<file path="src/rtl/mandelbrot_pixel_scheduler.sv">
// rtl/mandelbrot_pixel_scheduler.sv - raster-scan pixel dispatch to N iteration cores, round-robin result merge
module mandelbrot_pixel_scheduler #(
    parameter int WIDTH   = 27,
    parameter int FBITS   = 22,
    parameter int MAX_H   = 640,
    parameter int MAX_V   = 480,
    parameter int N_CORES = 4
) (
    input  logic                   clk,
    input  logic                   rst,
    input  logic                   start,
    input  logic [WIDTH-1:0]       re_start,
    input  logic [WIDTH-1:0]       im_start,
    input  logic [WIDTH-1:0]       re_step,
    input  logic [WIDTH-1:0]       im_step,
    input  logic [N_CORES-1:0]     core_idle,
    output logic [N_CORES-1:0]     core_start,
    output logic [9:0]             core_req_x,
    output logic [9:0]             core_req_y,
    output logic [WIDTH-1:0]       core_req_re,
    output logic [WIDTH-1:0]       core_req_im,
    input  logic [N_CORES-1:0]     core_res_valid,
    input  logic [32*N_CORES-1:0]  core_res_data,
    output logic [N_CORES-1:0]     core_res_ack,
    output logic [31:0]            pos_rgb_data,
    output logic                   data_valid,
    input  logic                   out_ready,
    output logic                   busy,
    output logic                   done
);
    localparam int PW = (N_CORES > 1) ? $clog2(N_CORES) : 1;

    typedef enum logic [1:0] {S_IDLE, S_RUN, S_DRAIN, S_DONE} state_t;

    state_t             state_q, state_d;
    logic [9:0]         x_q, x_d, y_q, y_d;
    logic [WIDTH-1:0]   cur_re_q, cur_re_d, cur_im_q, cur_im_d;
    logic [WIDTH-1:0]   re_start_q, re_start_d, re_step_q, re_step_d, im_step_q, im_step_d;
    logic [PW-1:0]      disp_ptr_q, disp_ptr_d, coll_ptr_q, coll_ptr_d;
    logic [18:0]        outstanding_q, outstanding_d;
    logic [31:0]        out_data_q, out_data_d;
    logic               out_valid_q, out_valid_d;

    logic [PW:0]        grant_sel, src_sel;
    logic               dispatch, acked;

    // Returns {found, index}: lowest requester at or above ptr, else lowest below it.
    function automatic logic [PW:0] rr_search(input logic [N_CORES-1:0] req, input logic [PW-1:0] ptr);
        logic          hi_ok, lo_ok;
        logic [PW-1:0] hi, lo;
        hi_ok = 1'b0;
        lo_ok = 1'b0;
        hi    = '0;
        lo    = '0;
        for (int j = N_CORES - 1; j >= 0; j--) begin
            if (req[j]) begin
                if (PW'(j) >= ptr) begin
                    hi_ok = 1'b1;
                    hi    = PW'(j);
                end else begin
                    lo_ok = 1'b1;
                    lo    = PW'(j);
                end
            end
        end
        return hi_ok ? {1'b1, hi} : {lo_ok, lo};
    endfunction

    function automatic logic [PW-1:0] next_ptr(input logic [PW-1:0] idx);
        return (idx == PW'(N_CORES - 1)) ? '0 : idx + 1'b1;
    endfunction

    assign grant_sel    = rr_search(core_idle, disp_ptr_q);
    assign src_sel      = rr_search(core_res_valid, coll_ptr_q);
    assign pos_rgb_data = out_data_q;
    assign data_valid   = out_valid_q;
    assign core_req_x   = x_q;
    assign core_req_y   = y_q;
    assign core_req_re  = cur_re_q;
    assign core_req_im  = cur_im_q;

    always_comb begin
        state_d       = state_q;
        x_d           = x_q;
        y_d           = y_q;
        cur_re_d      = cur_re_q;
        cur_im_d      = cur_im_q;
        re_start_d    = re_start_q;
        re_step_d     = re_step_q;
        im_step_d     = im_step_q;
        disp_ptr_d    = disp_ptr_q;
        coll_ptr_d    = coll_ptr_q;
        outstanding_d = outstanding_q;
        out_data_d    = out_data_q;
        out_valid_d   = out_valid_q;
        core_start    = '0;
        core_res_ack  = '0;
        dispatch      = 1'b0;
        acked         = 1'b0;
        busy          = (state_q == S_RUN) || (state_q == S_DRAIN);
        done          = (state_q == S_DONE);

        // Output register refills whenever it is empty or being drained this cycle.
        if (busy && (!out_valid_q || out_ready)) begin
            out_valid_d = 1'b0;
            if (src_sel[PW]) begin
                acked       = 1'b1;
                out_valid_d = 1'b1;
                coll_ptr_d  = next_ptr(src_sel[PW-1:0]);
                for (int j = 0; j < N_CORES; j++) begin
                    if (PW'(j) == src_sel[PW-1:0]) begin
                        core_res_ack[j] = 1'b1;
                        out_data_d      = core_res_data[32*j +: 32];
                    end
                end
            end
        end

        case (state_q)
            S_IDLE: begin
                if (start) begin
                    state_d       = S_RUN;
                    x_d           = '0;
                    y_d           = '0;
                    cur_re_d      = re_start;
                    cur_im_d      = im_start;
                    re_start_d    = re_start;
                    re_step_d     = re_step;
                    im_step_d     = im_step;
                    disp_ptr_d    = '0;
                    coll_ptr_d    = '0;
                end
            end
            S_RUN: begin
                if (grant_sel[PW]) begin
                    dispatch   = 1'b1;
                    disp_ptr_d = next_ptr(grant_sel[PW-1:0]);
                    for (int j = 0; j < N_CORES; j++) begin
                        if (PW'(j) == grant_sel[PW-1:0]) core_start[j] = 1'b1;
                    end
                    if (x_q == 10'(MAX_H - 1)) begin
                        x_d      = '0;
                        cur_re_d = re_start_q;
                        y_d      = y_q + 10'd1;
                        cur_im_d = cur_im_q - im_step_q;
                        if (y_q == 10'(MAX_V - 1)) state_d = S_DRAIN;
                    end else begin
                        x_d      = x_q + 10'd1;
                        cur_re_d = cur_re_q + re_step_q;
                    end
                end
            end
            S_DRAIN: begin
                if (outstanding_q == '0 && !out_valid_q) state_d = S_DONE;
            end
            default: state_d = S_IDLE;
        endcase

        if (busy) outstanding_d = outstanding_q + 19'(dispatch) - 19'(acked);
    end

    always_ff @(posedge clk or posedge rst) begin
        if (rst) begin
            state_q       <= S_IDLE;
            x_q           <= '0;
            y_q           <= '0;
            cur_re_q      <= '0;
            cur_im_q      <= '0;
            re_start_q    <= '0;
            re_step_q     <= '0;
            im_step_q     <= '0;
            disp_ptr_q    <= '0;
            coll_ptr_q    <= '0;
            outstanding_q <= '0;
            out_data_q    <= '0;
            out_valid_q   <= 1'b0;
        end else begin
            state_q       <= state_d;
            x_q           <= x_d;
            y_q           <= y_d;
            cur_re_q      <= cur_re_d;
            cur_im_q      <= cur_im_d;
            re_start_q    <= re_start_d;
            re_step_q     <= re_step_d;
            im_step_q     <= im_step_d;
            disp_ptr_q    <= disp_ptr_d;
            coll_ptr_q    <= coll_ptr_d;
            outstanding_q <= outstanding_d;
            out_data_q    <= out_data_d;
            out_valid_q   <= out_valid_d;
        end
    end
endmodule

</file>
<file path="config.mk">
export PLATFORM = sky130hd
export DESIGN_NAME = mandelbrot_pixel_scheduler
export DESIGN_NICKNAME = d
export VERILOG_FILES = /design/src/rtl/mandelbrot_pixel_scheduler.sv
export SDC_FILE = /design/constraint.sdc
export NUM_CORES = 1
export LEC_CHECK = 0
export BUFFER_PORTS_ARGS = -buffer_cell sky130_fd_sc_hd__buf_2
export CAP_MARGIN = 20
export CORE_UTILIZATION = 58
export CTS_BUF_LIST = sky130_fd_sc_hd__clkbuf_8 sky130_fd_sc_hd__clkbuf_16
export DETAILED_ROUTE_END_ITERATION = 7
export PLACE_DENSITY_LB_ADDON = 0.12
export SYNTH_ARGS = -nofsm -noshare
export SYNTH_HDL_FRONTEND = slang
export SYNTH_SLANG_ARGS = --single-unit
</file>
<file path="constraint.sdc">
create_clock -name clk -period 11.9 [get_ports clk]
set_input_delay 0.595 -clock clk [delete_from_list [all_inputs] [get_ports clk]]
set_output_delay 0.595 -clock clk [all_outputs]
set_load 0.02 [all_outputs]
</file>
After elaboration in Yosys (flattened, before gate mapping)
Cells that the tools add are included.
{ "totals": {"register_bits": 213, "latch_bits": 0, "ram_bits": 0, "mem_bits_ro": 0, "in_bits": 248, "output_inout_bits": 117, "word_cells": 179, "memories": 0} }
{ "classes": {"addsub": 8, "n_mul": 0, "div_mod_pow": 0, "n_lt_le_gt_ge": 8, "n_eq_ne": 18, "shifts": 0, "muxes": 116, "bitwise_logic": 0, "reduce_logical": 16} }
{ "op_table": {"columns": ["operator", "count"], "rows": [
  ["27-bit two-way mux", 6],
  ["32-bit two-way mux", 4],
  ["27-bit one-hot mux with 2 select lines", 2],
  ["2-bit two-way mux", 45],
  ["10-bit two-way mux", 5],
  ["1-bit two-way mux", 44],
  ["10-bit one-hot mux with 2 select lines", 2],
  ["27-bit adder", 1],
  ["27-bit subtractor", 1],
  ["10-bit by 1-bit adder with 10-bit output, second input constant", 2],
  ["19-bit by 1-bit adder with 19-bit output", 1],
  ["19-bit logical NOT", 1],
  ["19-bit by 1-bit subtractor with 19-bit output", 1],
  ["4-bit two-way mux", 4],
  ["10-bit == test, second input constant", 1],
  ["10-bit by 9-bit == test with 1-bit output, second input constant", 1],
  ["2-bit == test, first input constant", 4],
  ["2-bit == test, second input constant", 4],
  ["1-bit by 2-bit greater-or-equal comparator with 1-bit output, first input constant", 4],
  ["2-bit greater-or-equal comparator, first input constant", 4],
  ["2-bit logical NOT", 3],
  ["3-bit two-way mux", 2],
  ["2-bit by 1-bit != test with 1-bit output, second input constant", 3],
  ["2-bit one-hot mux with 3 select lines", 1],
  ["other kinds (14)", 20]
]} }

Depth between registers and ports, before layout
Gate-level depths: netlist (run 1).
{ "depth": {"depth_word": 16, "depth_mapped": 20, "depth_no_buf": 18} }

Worst setup path after synthesis (run 1)
OpenSTA, ideal clock, no wires.
{ "synth_timing": {"path_kind": "reg2reg", "start": "reg state_q[0]", "end": "reg outstanding_q[18]", "setup_time_ns": 0.121, "arrival_time_ns": 4.175, "t_required_ns": 11.779, "path_slack_ns": 7.604, "stages_incl_launch_ff": 20, "n_path_buf": 1, "synth_period_minus_slack_ns": 4.296, "cell_sequence": "dfrtp_1 -> inv_1 -> ha_1 -> o41ai_1 -> a21oi_1 -> clkbuf_1 -> ha_1 -> inv_1 -> ha_1 -> inv_1 -> fa_1 -> nor2b_1 -> o311a_1 -> o211ai_2 -> a2111oi_1 -> o31ai_2 -> a21oi_1 -> a21oi_1 -> xnor2_1 -> o21ai_1"} }
{ "synth_via": {"elab_chain_len": 5, "word_cells_on_any_way": 8, "classes_between": "add/sub: 2; eq/ne: 2; mux: 2; reduce/logical: 2"} }
{ "synth_lines": {"columns": ["element", "line", "rtl"], "rows": [
  ["start: declaration", "35", "state_t state_q, state_d;"],
  ["start signal: assignment", "178", "state_q <= state_d;"],
  ["2-bit by 1-bit == test with 1-bit output or 2-bit == test (tied branches)", "100", "busy = (state_q == S_RUN) || (state_q == S_DRAIN);"],
  ["1-bit logical OR (*)", "100", null],
  ["net busy", "28", "output logic busy,"],
  ["1-bit logical AND", "104", "if (busy && (!out_valid_q || out_ready)) begin"],
  ["1-bit two-way mux", "104", null],
  ["19-bit by 1-bit subtractor with 19-bit output", "159", "if (busy) outstanding_d = outstanding_q + 19'(dispatch) - 19'(acked);"],
  ["end signal: assignment", "188", "outstanding_q <= outstanding_d;"],
  ["end: declaration", "40", "logic [18:0] outstanding_q, outstanding_d;"]
]} }
Mark *: on every way through the listed nets, which the timed path passes. The rest lies on a longest branch.
A chain may end at the register's enable or synchronous reset.

Final worst setup path (run 1)
{ "layout_timing": {"start": "reg state_q[0]", "end": "reg outstanding_q[18]"} }
{ "layout_via": {"elab_chain_len": 5, "word_cells_on_any_way": 8, "classes_between": "add/sub: 2; eq/ne: 2; mux: 2; reduce/logical: 2"} }
{ "layout_lines": {"columns": ["element"], "rows": [
  ["branches (longest 5 deep; another with 19-bit by 1-bit adder with 19-bit output)"]
]} }
Parallel ways; which one is timed is not known.

==> results.md, run 1 <==
* Result of the run: completed
* Max Slew Vio Count at 0
* Average wire per cell in the routed design at between 15 and 20 microns
* Clock buffers created by TritonCTS at 25
* Placer congestion estimate at 0.9168
* P_int at between 1.5 and 2 mW
* Fraction of the yosys area taken by sequential cells at between 30% and 40%
* Clock transition time at the flip-flop clock pins of the worst setup and hold paths at around 0.06 ns
* Power density over the cells at around 170 nW/um^2
* Area enclosed by the die boundary at around 25000 sq um
* Gr ovfl total at 0
* Transition time at the pin with the least slew margin at about 1.0 ns
* Endpoint kind of the worst setup timing path: flip-flop
* Post-Route Hold Slack at 0.2589 ns
* Worst-case clock skew at about 0.020 ns
* Die X at 156.6 microns
* Length of the first detailed-routing pass in iterations at 5
* Crit path kind: flip-flop to flip-flop
* Number of antenna violations at the first check in global routing at 4
* Share of async-settable or async-resettable flops after synthesis at between 90% and 100%
* Final Setup Violations at 0
* Dpl cell area at between 15000 and 20000 sq um
* List of most frequent post-synthesis cells: dfrtp_1 (213), a21oi_1 (188), nor2_1 (165)
* Path depth of the worst reg2reg path at 19
* Post-CTS Hold Buffers at 0
* Design Area, Final at ~17000 sq um
* Worst reg2reg path startpoint: state_q[0]
* First DRT Iteration DRCs at about 1000
* Clock tree sinks at approximately 210
* Setup_tns at 0 ns
* Layout Nets at ~2200
* Proportion of power drawn by the clock network at between 20% and 30%
* H-Tree Level Count at 1
* Count of mapped cells out of synthesis at roughly 1500
* Number of buffers added on ports at roughly 360
* Signed area change from the synthesized netlist to the final layout at 22.04%
* First-pass GRT wire length at 61.04 mm
* Final Core Density at 72.06%
* Routed WL at ~38 mm
* Required time at the endpoint of the critical path at about 12 ns
* Post-synthesis cell type count at a little under 80
* Residual DRC at 0
* Count of state elements after synthesis at roughly 210
* Arrival time of the worst setup path at between 4 and 5 ns
* Relative slew slack at 30.36%
* Maximum fanout along the worst path at 40
* Area share of the largest cell type after synthesis at between 30% and 40%
* Reg2Reg Setup Slack at ~7.4 ns
* Number of flops mapped to enable cells by yosys at 0
* Max Cap Viol at 0
* Number of instances resized during post-cts repair at 0
* Relative contribution of combinational cells to total power at 39.4%
* Via count of the first global-routing pass at between 10000 and 15000
* Peak clock frequency supported by timing at 222.4 MHz
* Later-pin clock latency in the skew report at about 0.52 ns
* Cell at the root of the clock tree: clkbuf_16
* Most frequently used cell type in the post-synthesis netlist: dfrtp_1
* Top flip-flop cell by instance count after synthesis: dfrtp_1
* Path type of the worst min-delay path: input pin to async pin
* CTS tree: yes
* Number of top-level design ports at between 300 and 400
* Sequential group share of total power at between 30% and 40%
* Summed instance area of the synthesized netlist at approximately 14000 sq um
* Mean Syn Cell Area at approximately 9 sq um
* Vias at around 13000
* Switching pwr at between 1 and 1.5 mW
* Maximum number of pins on one net before global-route repair at about 140
* Routed vias/inst at between 5 and 6
* Synth area leaders: dfrtp_1 (38%), ha_1 (8.5%), a21oi_1 (6.8%)
* Number of warnings printed during yosys synthesis at 0
* Switching fraction of total power at 36.34%
* Largest vdd supply drop at around 150 uV
* Launching element type of the critical path: flip-flop
* Time the worst path needs with I/O delays and setup at between 4 and 5 ns
* Unrepaired setup endpoints after global routing: false
* Endpoint of the lowest-slack register-to-register path: outstanding_q[18]
* Ratio of cells with drive above 1 in the final layout at between 20% and 30%
* Area of the placeable core at about 23000 sq um
* Half-perimeter wire length after detailed placement at about 28 mm
* Final worst path period share at between 30% and 40%
* Total Routing Usage GR at between 30% and 40%
* Leakage power summed over all cells at between 8 and 9 nW
* # Post-CTS Setup Buffers at 0
* First element of the critical path: state_q[0]
* Y dimension of the die at between 150 and 200 microns
* ANT nets after route at 0
* Number of nets in the synthesized netlist at 1884
* Number of placement rows at 56
* Final Hold Vio Count at 0
* Clk buf depth at 3
* Initial standard-cell utilization of the core at between 50% and 60%
* Cell accounting for the most synthesized area: dfrtp_1
## flip-flops by register name (all words and copies together), names as in the netlist
| signal | cells |
|---|---|
| pos_rgb_data | 32 |
| core_req_im | 27 |
| core_req_re | 27 |
| im_step_q | 27 |
| re_start_q | 27 |
| re_step_q | 27 |
| outstanding_q | 19 |
| core_req_x | 10 |
| core_req_y | 10 |
| coll_ptr_q | 2 |
| disp_ptr_q | 2 |
| state_q | 2 |
| data_valid | 1 |
## layout by cell type, fill, tap and decap left out, types with 18 or more instances in the layout
master     count
nor3_1        22
a21oi_1      187
xor2_1        32
a211oi_1      18
ha_1          90
buf_2        364
nand3_1       23
o21ai_0      102
nor2_1       165
and3_1        29
inv_1         79
mux2i_1       54
dfrtp_1      213
mux2_2        83
clkbuf_16     25
nand2_1      120
xnor2_1       30
## per-layer routing
layer	GRT usage (%)	share of wire, %	vias up	wire length [microns]
met5	0	0	-	0
met4	11.06	3.4	0	1300
met3	5.068	6.5	88	2500
met2	53.55	48	466	18560
met1	39.39	42	5989	16080
li1	-	-	6133	-
## power groups by stage
stage | clock (mW) | combinational [mW] | sequential (mW)
6_report | 0.849 | 1.15 | 0.917
5_1_grt | 0.893 | 1.28 | 0.933
4_1_cts | 0.860 | 1.15 | 0.915
3_5_place_dp | 0 | 1.14 | 0.924
3_3_place_gp | 0 | 1.11 | 0.920
2_1_floorplan | 0 | 0.774 | 0.985
## cell type report
class	instances	area (sq um)
Antenna cell	5	12.51
Multi-Input combinational cell	1175	7998
Timing Repair Buffer	378	1959
Inverter	78	300.3
Tap cell	319	399.1
Fill cell	1868	6559
Clock buffer	30	694.4
Sequential cell	213	5330
Clock inverter	14	220.2
## critical path, stage by stage (launching register included)
cell and delay, ns:
dfrtp_1 0.44, inv_1 0.11, ha_1 0.29, buf_4 0.35, o41ai_1 0.23, a21oi_4 0.17
ha_1 0.25, inv_1 0.06, ha_1 0.15, inv_1 0.05, fa_1 0.40, nor2b_1 0.19
o311a_1 0.26, o211ai_2 0.14, a2111oi_1 0.49, o31ai_2 0.16, a21oi_1 0.25, mux2i_1 0.27
nand3_1 0.10, o21ai_1 0.07
## per-stage QoR
| stage | total power [mW] | instances | worst slack (ns) |
|---|---|---|---|
| CTS | 2.921 | 2205 | 7.399 |
| finish | 2.915 | 2212 | 7.404 |
| global placement | 2.025 | 2161 | 7.648 |
| floorplan | 1.759 | 1539 | 5.482 |
| detailed placement | 2.068 | 2161 | 7.423 |
| global route | 3.109 | 2211 | 6.994 |
## kinds of logic (layout without fill, tap and decap cells)
family,count (synthesis),count (layout),share of synthesized area (%)
and+or+nand+nor,444,444,14.79
other,0,5,0
adders and majority gates,97,97,8.919
DFF,213,213,38.46
xor gates and xnor gates,62,62,3.918
AOI/OAI and AO/OA,435,435,19.16
muxes,137,137,10.64
buffers and inverters,151,500,4.117
## how the worst max path moves through the flow
stage / to / slack (ns)
global route: outstanding_q[18] / 6.99
global placement: outstanding_q[18] / 7.65
CTS: outstanding_q[18] / 7.40
finish: outstanding_q[18] / 7.40
floorplan: coll_ptr_q[0] / 5.48
detailed placement: outstanding_q[18] / 7.42
Power figures use the tool's default switching activity.
==> run 2, diff against run 1 <==
--- a/config.mk
+++ b/config.mk
@@ -7,7 +7,7 @@
 export LEC_CHECK = 0
 export BUFFER_PORTS_ARGS = -buffer_cell sky130_fd_sc_hd__buf_2
 export CAP_MARGIN = 20
-export CORE_UTILIZATION = 58
+export CORE_UTILIZATION = 54
 export CTS_BUF_LIST = sky130_fd_sc_hd__clkbuf_8 sky130_fd_sc_hd__clkbuf_16
 export DETAILED_ROUTE_END_ITERATION = 7
 export PLACE_DENSITY_LB_ADDON = 0.12
==> constraint.sdc (replaced) <==
create_clock -name clk -period 4.4 [get_ports clk]
set_input_delay 0.22 -clock clk [delete_from_list [all_inputs] [get_ports clk]]
set_output_delay 0.22 -clock clk [all_outputs]
set_load 0.02 [all_outputs]
==> run 2 against run 1 <==
Clock-buffer cell count increased by 2. Register-to-register slack got worse by 7.1 ns. Largest power group unchanged. Final area up 6.6%. Worst setup slack got worse by 7.1 ns. Wire length up 5.8%. Hold slack got worse by 0.25 ns.
==> results.md, run 2 (synthesis results as in run 1) <==
* Number of antenna violations at the first check in global routing at 3 (-1)
* Post-place setup slack at 0.3875 ns (-7.036 ns)
* CTS tree: yes
* Post-route setup slack at 0.3540 ns (-7.050 ns)
* First element of the critical path: state_q[0]
* Crit path kind: flip-flop to flip-flop
* Most common cell after layout, fill and taps aside: buf_2
* Leakage power summed over all cells at 9.183 nW (+5.5%)
* Launching element type of the critical path: flip-flop
* Final Setup Violations at 0 (unchanged)
* Worst reg2reg path startpoint: state_q[0]
* Area of the placeable core at 25180 sq um (+7.3%)
* Clock tree sinks at 213 (unchanged)
* Max Cap Viol at 0 (unchanged)
* Placed cell count at 2178 (+0.79%)
* Maximum fanout along the worst path at 4 (-90%)
* Die X at 162.2 microns (+3.6%)
* Clock transition time at the flip-flop clock pins of the worst setup and hold paths at 0.06 ns (about the same)
* Clk buf depth at 3 (unchanged)
* Maximum number of pins on one net before global-route repair at 146 (+6.6%)
* Initial standard-cell utilization of the core at 55.04% (-4.0 points)
* Most used cells in the layout excluding fill and tap cells: buf_2 (364), dfrtp_1 (213), a21oi_1 (187), nor2_1 (165), nand2_1 (120)
* Cell at the root of the clock tree: clkbuf_16
* Max Slew Vio Count at 0 (unchanged)
* Vias at 13310 (+5.0%)
* Ratio of cells with drive above 1 in the final layout at 26.56% (-1.6 points)
* Signed area change from the synthesized netlist to the final layout at 30.09%
* Largest vdd supply drop at 426.4 uV (+180%)
* Average wire per cell in the routed design at 17.33 microns (-0.25%)
* First-pass GRT wire length at 64.81 mm (+6.2%)
* Final Hold Vio Count at 0 (unchanged)
* Gr ovfl total at 0 (unchanged)
* Placer congestion estimate at 0.9723 (+6.1%)
* Total of fill cells in the finished design at 1946 (+4.2%)
* Area enclosed by the die boundary at 26310 sq um (+7.3%)
* Final worst path period share at 91.95% (+54 points)
* Max FFs per register at 32 (unchanged)
* Reg2Reg Setup Slack at 0.35 ns (-7.05 ns)
* Time the worst path needs with I/O delays and setup at 4.046 ns (-0.4498 ns)
* Relative slew slack at 34.30% (+3.9 points)
* Routed vias/inst at 5.671 (-1.0%)
* Result of the run: completed
* Endpoint kind of the worst setup timing path: flip-flop
* Arrival time of the worst setup path at 4.47 ns (-0.48 ns)
* Total Routing Usage GR at 30.56% (-0.53 points)
* Layout Nets at 2341 (+5.6%)
* Number of top-level design ports at 365 (unchanged)
* Number of instances resized during post-cts repair at 0 (unchanged)
* Worst-case clock skew at 0.01599 ns (-0.004160 ns)
* Clock buffers created by TritonCTS at 27 (+8.0%)
* Half-perimeter wire length after detailed placement at 28.03 mm (+1.6%)
* Length of the first detailed-routing pass in iterations at 8 (+3)
* Setup_tns at 0 ns (unchanged)
* Transition time at the pin with the least slew margin at 0.9854 ns (-0.05915 ns)
* Routed WL at 40.68 mm (+5.8%)
* Via count of the first global-routing pass at 13340 (+8.7%)
* Residual DRC at 0 (unchanged)
* Required time at the endpoint of the critical path at 4.83 ns (-7.52 ns)
* Number of buffers added on ports at 364 (unchanged)
* Path type of the worst min-delay path: input pin to flip-flop
* Peak clock frequency supported by timing at 247.2 MHz (+11%)
* Number of placement rows at 58 (+3.6%)
* Later-pin clock latency in the skew report at 0.54 ns (+0.02 ns)
* Unrepaired setup endpoints after global routing: false
* Y dimension of the die at 162.2 microns (+3.6%)
* First DRT Iteration DRCs at 891 (-10%)
* ANT nets after route at 0 (unchanged)
* H-Tree Level Count at 1 (unchanged)
* Post-route non-filler standard cell count at 2347 (+6.1%)
* Power density over the cells at 427.6 nW/um^2 (+150%)
* HP Start: im_start[10]
[run 2: changes by cell type in the layout (fill, tap and decap cells not counted), sizes merged]
cell / delta
dlygate4sd3: +118
bufinv: -6
buf: +5
clkinv: +3
inv: +3
clkbuf: +2
diode: -2
clkinvlp: +1
[run 2: through the flow]
| stage | hold WS (ns) | total power, mW | area [sq um] | util [%] |
|---|---|---|---|---|
| after floorplan | 0.3067 | 4.759 | 13860 | - |
| after global placement | 0.4518 | 5.479 | 16010 | 63.56 |
| after detailed placement | 0.4552 | 5.560 | 16010 | 63.56 |
| after CTS | 0.001536 | 7.717 | 18000 | 71.49 |
| after global routing | 0.01589 | 8.239 | 18030 | 71.60 |
| final | 0.01213 | 7.709 | 18030 | 71.60 |
[run 2: per-layer routing]
layer | global-route usage, % | routed length (microns) | vias to the layer above
li1 | - | - | 6395
met1 | 36.15 | 16320 | 6340
met2 | 54.56 | 20280 | 467
met3 | 5.286 | 2413 | 109
met4 | 12.69 | 1670 | 0
met5 | 0 | 0 | -
[run 2: area by class of cell]
| cell class | count | area, sq um | share of cell area [%] |
|---|---|---|---|
| multi-input combinational | 1175 | 7998 | 44.36 |
| clock inverter | 15 | 70.07 | 0.3886 |
| timing repair buffer | 501 | 3171 | 17.58 |
| tap | 330 | 412.9 | 2.290 |
| inverter | 78 | 296.5 | 1.645 |
| clock buffer | 32 | 744.5 | 4.129 |
| sequential | 213 | 5330 | 29.56 |
| antenna | 3 | 7.507 | 0.04164 |
[run 2: final timing paths]
| path | to | depth (start not counted) |
|---|---|---|
| max in group asynchronous | pos_rgb_data[19] | 4 |
| min | core_req_im[10] | 3 |
| min reg2reg | re_start_q[13] | 1 |
| max reg2reg | outstanding_q[18] | 19 |
| max | outstanding_q[18] | 19 |
| min in group asynchronous | re_start_q[7] | 4 |
[run 2: what timing repair did]
| action | in CTS | in global routing |
|---|---|---|
| setup endpoints to repair | 0 | 0 |
| setup buffers | 0 | 0 |
| hold buffers | 118 | 0 |
| hold endpoints to repair | 166 | 0 |
[run 2: where the power goes]
group          total (mW)  switching (mW)  internal (mW)
registers            2.49           0.230           2.26
logic                3.19            1.82           1.37
clock network        2.04           0.847           1.19
total                7.71            2.90           4.81
[run 2: critical path, stage by stage (launching register included)]
cell and delay [ns]:
dfrtp_1 0.44, inv_1 0.10, ha_1 0.33, o41ai_1 0.07
buf_4 0.19, a21oi_4 0.04, ha_1 0.29, inv_1 0.05
ha_1 0.16, inv_1 0.06, fa_1 0.40, nor2b_1 0.18
o311a_1 0.25, o211ai_2 0.13, a2111oi_1 0.53, o31ai_2 0.16
a21oi_1 0.22, a21oi_1 0.11, xnor2_1 0.16, o21ai_1 0.07
==> run 3, diff against run 2 <==
--- a/config.mk
+++ b/config.mk
@@ -7,10 +7,12 @@
 export LEC_CHECK = 0
 export BUFFER_PORTS_ARGS = -buffer_cell sky130_fd_sc_hd__buf_2
 export CAP_MARGIN = 20
+export CORE_ASPECT_RATIO = 0.75
 export CORE_UTILIZATION = 54
 export CTS_BUF_LIST = sky130_fd_sc_hd__clkbuf_8 sky130_fd_sc_hd__clkbuf_16
 export DETAILED_ROUTE_END_ITERATION = 7
 export PLACE_DENSITY_LB_ADDON = 0.12
+export RECOVER_POWER = 25
 export SYNTH_ARGS = -nofsm -noshare
 export SYNTH_HDL_FRONTEND = slang
 export SYNTH_SLANG_ARGS = --single-unit
==> run 3 against run 2 <==
Worst setup slack improved by 0.096 ns. Sequential share of layout area increased by 0.32 points. Register-to-register slack improved by 0.096 ns. Hold slack got worse by 0.0060 ns. Clock-buffer cell count increased by 2. Wire length decreased by 0.79%. Sequential power about the same. Final area decreased by 1.1%. Critical path depth unchanged. The run now ends with max-capacitance violations, max-slew violations left. Global-route usage decreased by 0.45 points. Non-clock buffer count decreased by 21. Largest cell class unchanged. Critical endpoint unchanged. Via count decreased by 1.4%.
==> results.md, run 3 (synthesis results as in run 1) <==
* Placer congestion estimate at 0.9399 (-3.3%)
* Crit path kind: flip-flop to flip-flop
* Area of the placeable core at 25090 sq um (-0.38%)
* Routed vias/inst at 5.633 (-0.68%)
* Area enclosed by the die boundary at 26320 sq um (about the same)
* First DRT Iteration DRCs at 830 (-6.8%)
* Final Setup Violations at 0 (unchanged)
* Endpoint kind of the worst setup timing path: flip-flop
* Placed cell count at 2187 (+0.41%)
* Gr ovfl total at 0 (unchanged)
* Slowest cell delay on critical path at 0.44 ns (-0.09 ns)
* Maximum fanout along the worst path at 4 (unchanged)
* Final Hold Vio Count at 0 (unchanged)
* Relative slew slack at -113.7% (-150 points)
* CTS tree: yes
* Clock transition time at the flip-flop clock pins of the worst setup and hold paths at 0.06 ns (about the same)
* Maximum number of pins on one net before global-route repair at 143 (-2.1%)
* Worst-case clock skew at 0.009052 ns (-0.006938 ns)
* Arrival time of the worst setup path at 4.39 ns (-0.08 ns)
* Clk buf depth at 3 (unchanged)
* Total Routing Usage GR at 30.11% (-0.45 points)
* Path depth of the worst reg2reg path at 19 (unchanged)
* Unrepaired setup endpoints after global routing: false
* Number of top-level design ports at 365 (unchanged)
* Routed WL at 40.36 mm (-0.79%)
* Later-pin clock latency in the skew report at 0.51 ns (-0.03 ns)
* Initial standard-cell utilization of the core at 55.25% (+0.21 points)
* Global-route met1 utilization at 41.25% (+5.1 points)
* Ratio of cells with drive above 1 in the final layout at 26.90% (+0.33 points)
* Via count of the first global-routing pass at 12540 (-6.0%)
* Residual DRC at 0 (unchanged)
* M2 GR Usage at 48.11% (-6.5 points)
* Y dimension of the die at 140.7 microns (-13%)
* Path type of the worst min-delay path: input pin to flip-flop
* Cell count along the critical path at 19 (unchanged)
* Vias at 13120 (-1.4%)
* Half-perimeter wire length after detailed placement at 28.63 mm (+2.1%)
* Cell at the root of the clock tree: clkbuf_16
* Most utilized layer in the global route result: met2
* Clock buffers created by TritonCTS at 24 (-11%)
* Length of the first detailed-routing pass in iterations at 5 (-3)
* Met3 Usage GRT at 4.182% (-1.1 points)
* H-Tree Level Count at 1 (unchanged)
* Worst-case hold path end point: pos_rgb_data[20]
* HP Start: core_res_data[116]
* Post-Route Hold Slack at 0.006166 ns (-0.005963 ns)
* Leakage power summed over all cells at 9.084 nW (-1.1%)
* Most common cell after layout, fill and taps aside: buf_2
* Endpoint of the lowest-slack register-to-register path: outstanding_q[18]
* Largest vdd supply drop at 359.4 uV (-16%)
* Signed area change from the synthesized netlist to the final layout at 28.71%
* First-pass GRT wire length at 64.28 mm (-0.82%)
* Number of buffers added on ports at 364 (unchanged)
* Standard cell with the maximum stage delay on the critical path: dfrtp_1
* Number of antenna violations at the first check in global routing at 2 (-1)
* Setup_tns at 0 ns (unchanged)
* Transition time at the pin with the least slew margin at 3.206 ns (+2.221 ns)
* Time the worst path needs with I/O delays and setup at 3.950 ns (-0.09626 ns)
* Number of buffers and inverters on the critical path at 4 (unchanged)
* Final worst path period share at 89.77% (-2.2 points)
* Power density over the cells at 435.8 nW/um^2 (+1.9%)
* Number of cells on the worst hold path at 3 (unchanged)
* Post-route non-filler standard cell count at 2329 (-0.77%)
* Reg2Reg Setup Slack at 0.45 ns (+0.10 ns)
* Worst reg2reg path startpoint: state_q[0]
* Max Cap Viol at 1 (+1)
* Crit path cell chain: inv_1 -> ha_1 -> o41ai_1 -> buf_4 -> a21oi_4 -> ha_1 -> inv_1 -> ha_1 -> inv_1 -> fa_1 -> nor2b_1 -> o311a_1 -> o211ai_2 -> a2111oi_2 -> o31ai_2 -> a21oi_1 -> mux2i_1 -> nand3_1 -> o21ai_1
* Peak clock frequency supported by timing at 253.2 MHz (+2.4%)
* Violated checks: max-capacitance violations, max-slew violations
* Number of placement rows at 50 (-14%)
* Required time at the endpoint of the critical path at 4.84 ns (about the same)
* Final total power at 7.773 mW (+0.83%)
* Launching element type of the critical path: flip-flop
* Layout Nets at 2317 (-1.0%)
* ANT nets after route at 0 (unchanged)
* Average wire per cell in the routed design at 17.33 microns (about the same)
* Max Slew Vio Count at 143 (+143)
* Most used cells in the layout excluding fill and tap cells: buf_2 (364), dfrtp_1 (213), a21oi_1 (187), nor2_1 (165), nand2_1 (120)
* Result of the run: complete, but fails checks
* Kind of cell adding the most delay to the critical path: compound AO/OA/AOI/OAI gates
* Die X at 187.0 microns (+15%)
* Max FFs per register at 32 (unchanged)
* Clock tree sinks at 213 (unchanged)
-- run 3: cell types whose count changed in the layout (fill, tap and decap cells not counted) --
cell | before | now
a2111oi_1 | 1 | 0
a2111oi_2 | 0 | 1
buf_12 | 2 | 1
buf_4 | 17 | 18
bufinv_16 | 0 | 2
clkbuf_1 | 0 | 1
clkbuf_16 | 27 | 25
clkbuf_8 | 5 | 9
clkinv_2 | 7 | 3
diode_2 | 3 | 2
dlygate4sd3_1 | 118 | 96
inv_1 | 83 | 80
inv_6 | 1 | 0
-- run 3: timing repair --
action,CTS,global route
buffers inserted,0,0
endpoints found under the hold margin,117,0
hold buffers,96,0
gates resized for setup,0,1
endpoints found under the setup margin,0,1
-- run 3: power breakdown --
part | leakage (nW) | total [mW] | switching [mW] | internal [mW]
sequential | 2.79 | 2.48 | 0.227 | 2.26
clock | 0.434 | 2.10 | 0.806 | 1.29
combinational | 5.86 | 3.19 | 1.84 | 1.36
-- run 3: per-stage QoR --
step	cell area, sq um	worst slack (ns)	util, %
after detailed placement	16020	0.3503	63.88
after CTS	17820	0.3254	71.05
final	17840	0.4503	71.11
after global placement	16020	0.4664	63.88
after floorplan	13860	0.1040	-
after global routing	17840	0.06938	71.11
-- run 3: cell type report --
type                    count  area, sq um
fillers                  1935         7248
clock buffers              34        749.5
clock inverters             9        90.09
flip-flops and latches    213         5330
inverters                  78        296.5
multi-input cells        1175         8003
repair buffers            480         2942
diodes                      2        5.005
well taps                 338        422.9
-- run 3: per-layer routing --
layer | up-vias | part of all wire, %
met4 | 0 | 4.4
met5 | - | 0
met1 | 6178 | 44
li1 | 6344 | -
met2 | 511 | 45
met3 | 86 | 6.5
-- run 3: how the worst max path moves through the flow --
| stage | startpoint | slack [ns] | end |
|---|---|---|---|
| 2_1_floorplan | state_q[0] | 0.10 | outstanding_q[18] |
| 4_1_cts | state_q[0] | 0.33 | outstanding_q[18] |
| 6_report | state_q[0] | 0.45 | outstanding_q[18] |
| 3_5_place_dp | state_q[0] | 0.35 | outstanding_q[18] |
| 5_1_grt | state_q[0] | 0.07 | outstanding_q[18] |
| 3_3_place_gp | state_q[0] | 0.47 | outstanding_q[18] |
-- run 3: tightest hold or removal path, cell delays in order --
cell and delay, ns:
buf_2 0.07, a21oi_1 0.05, a21oi_1 0.13
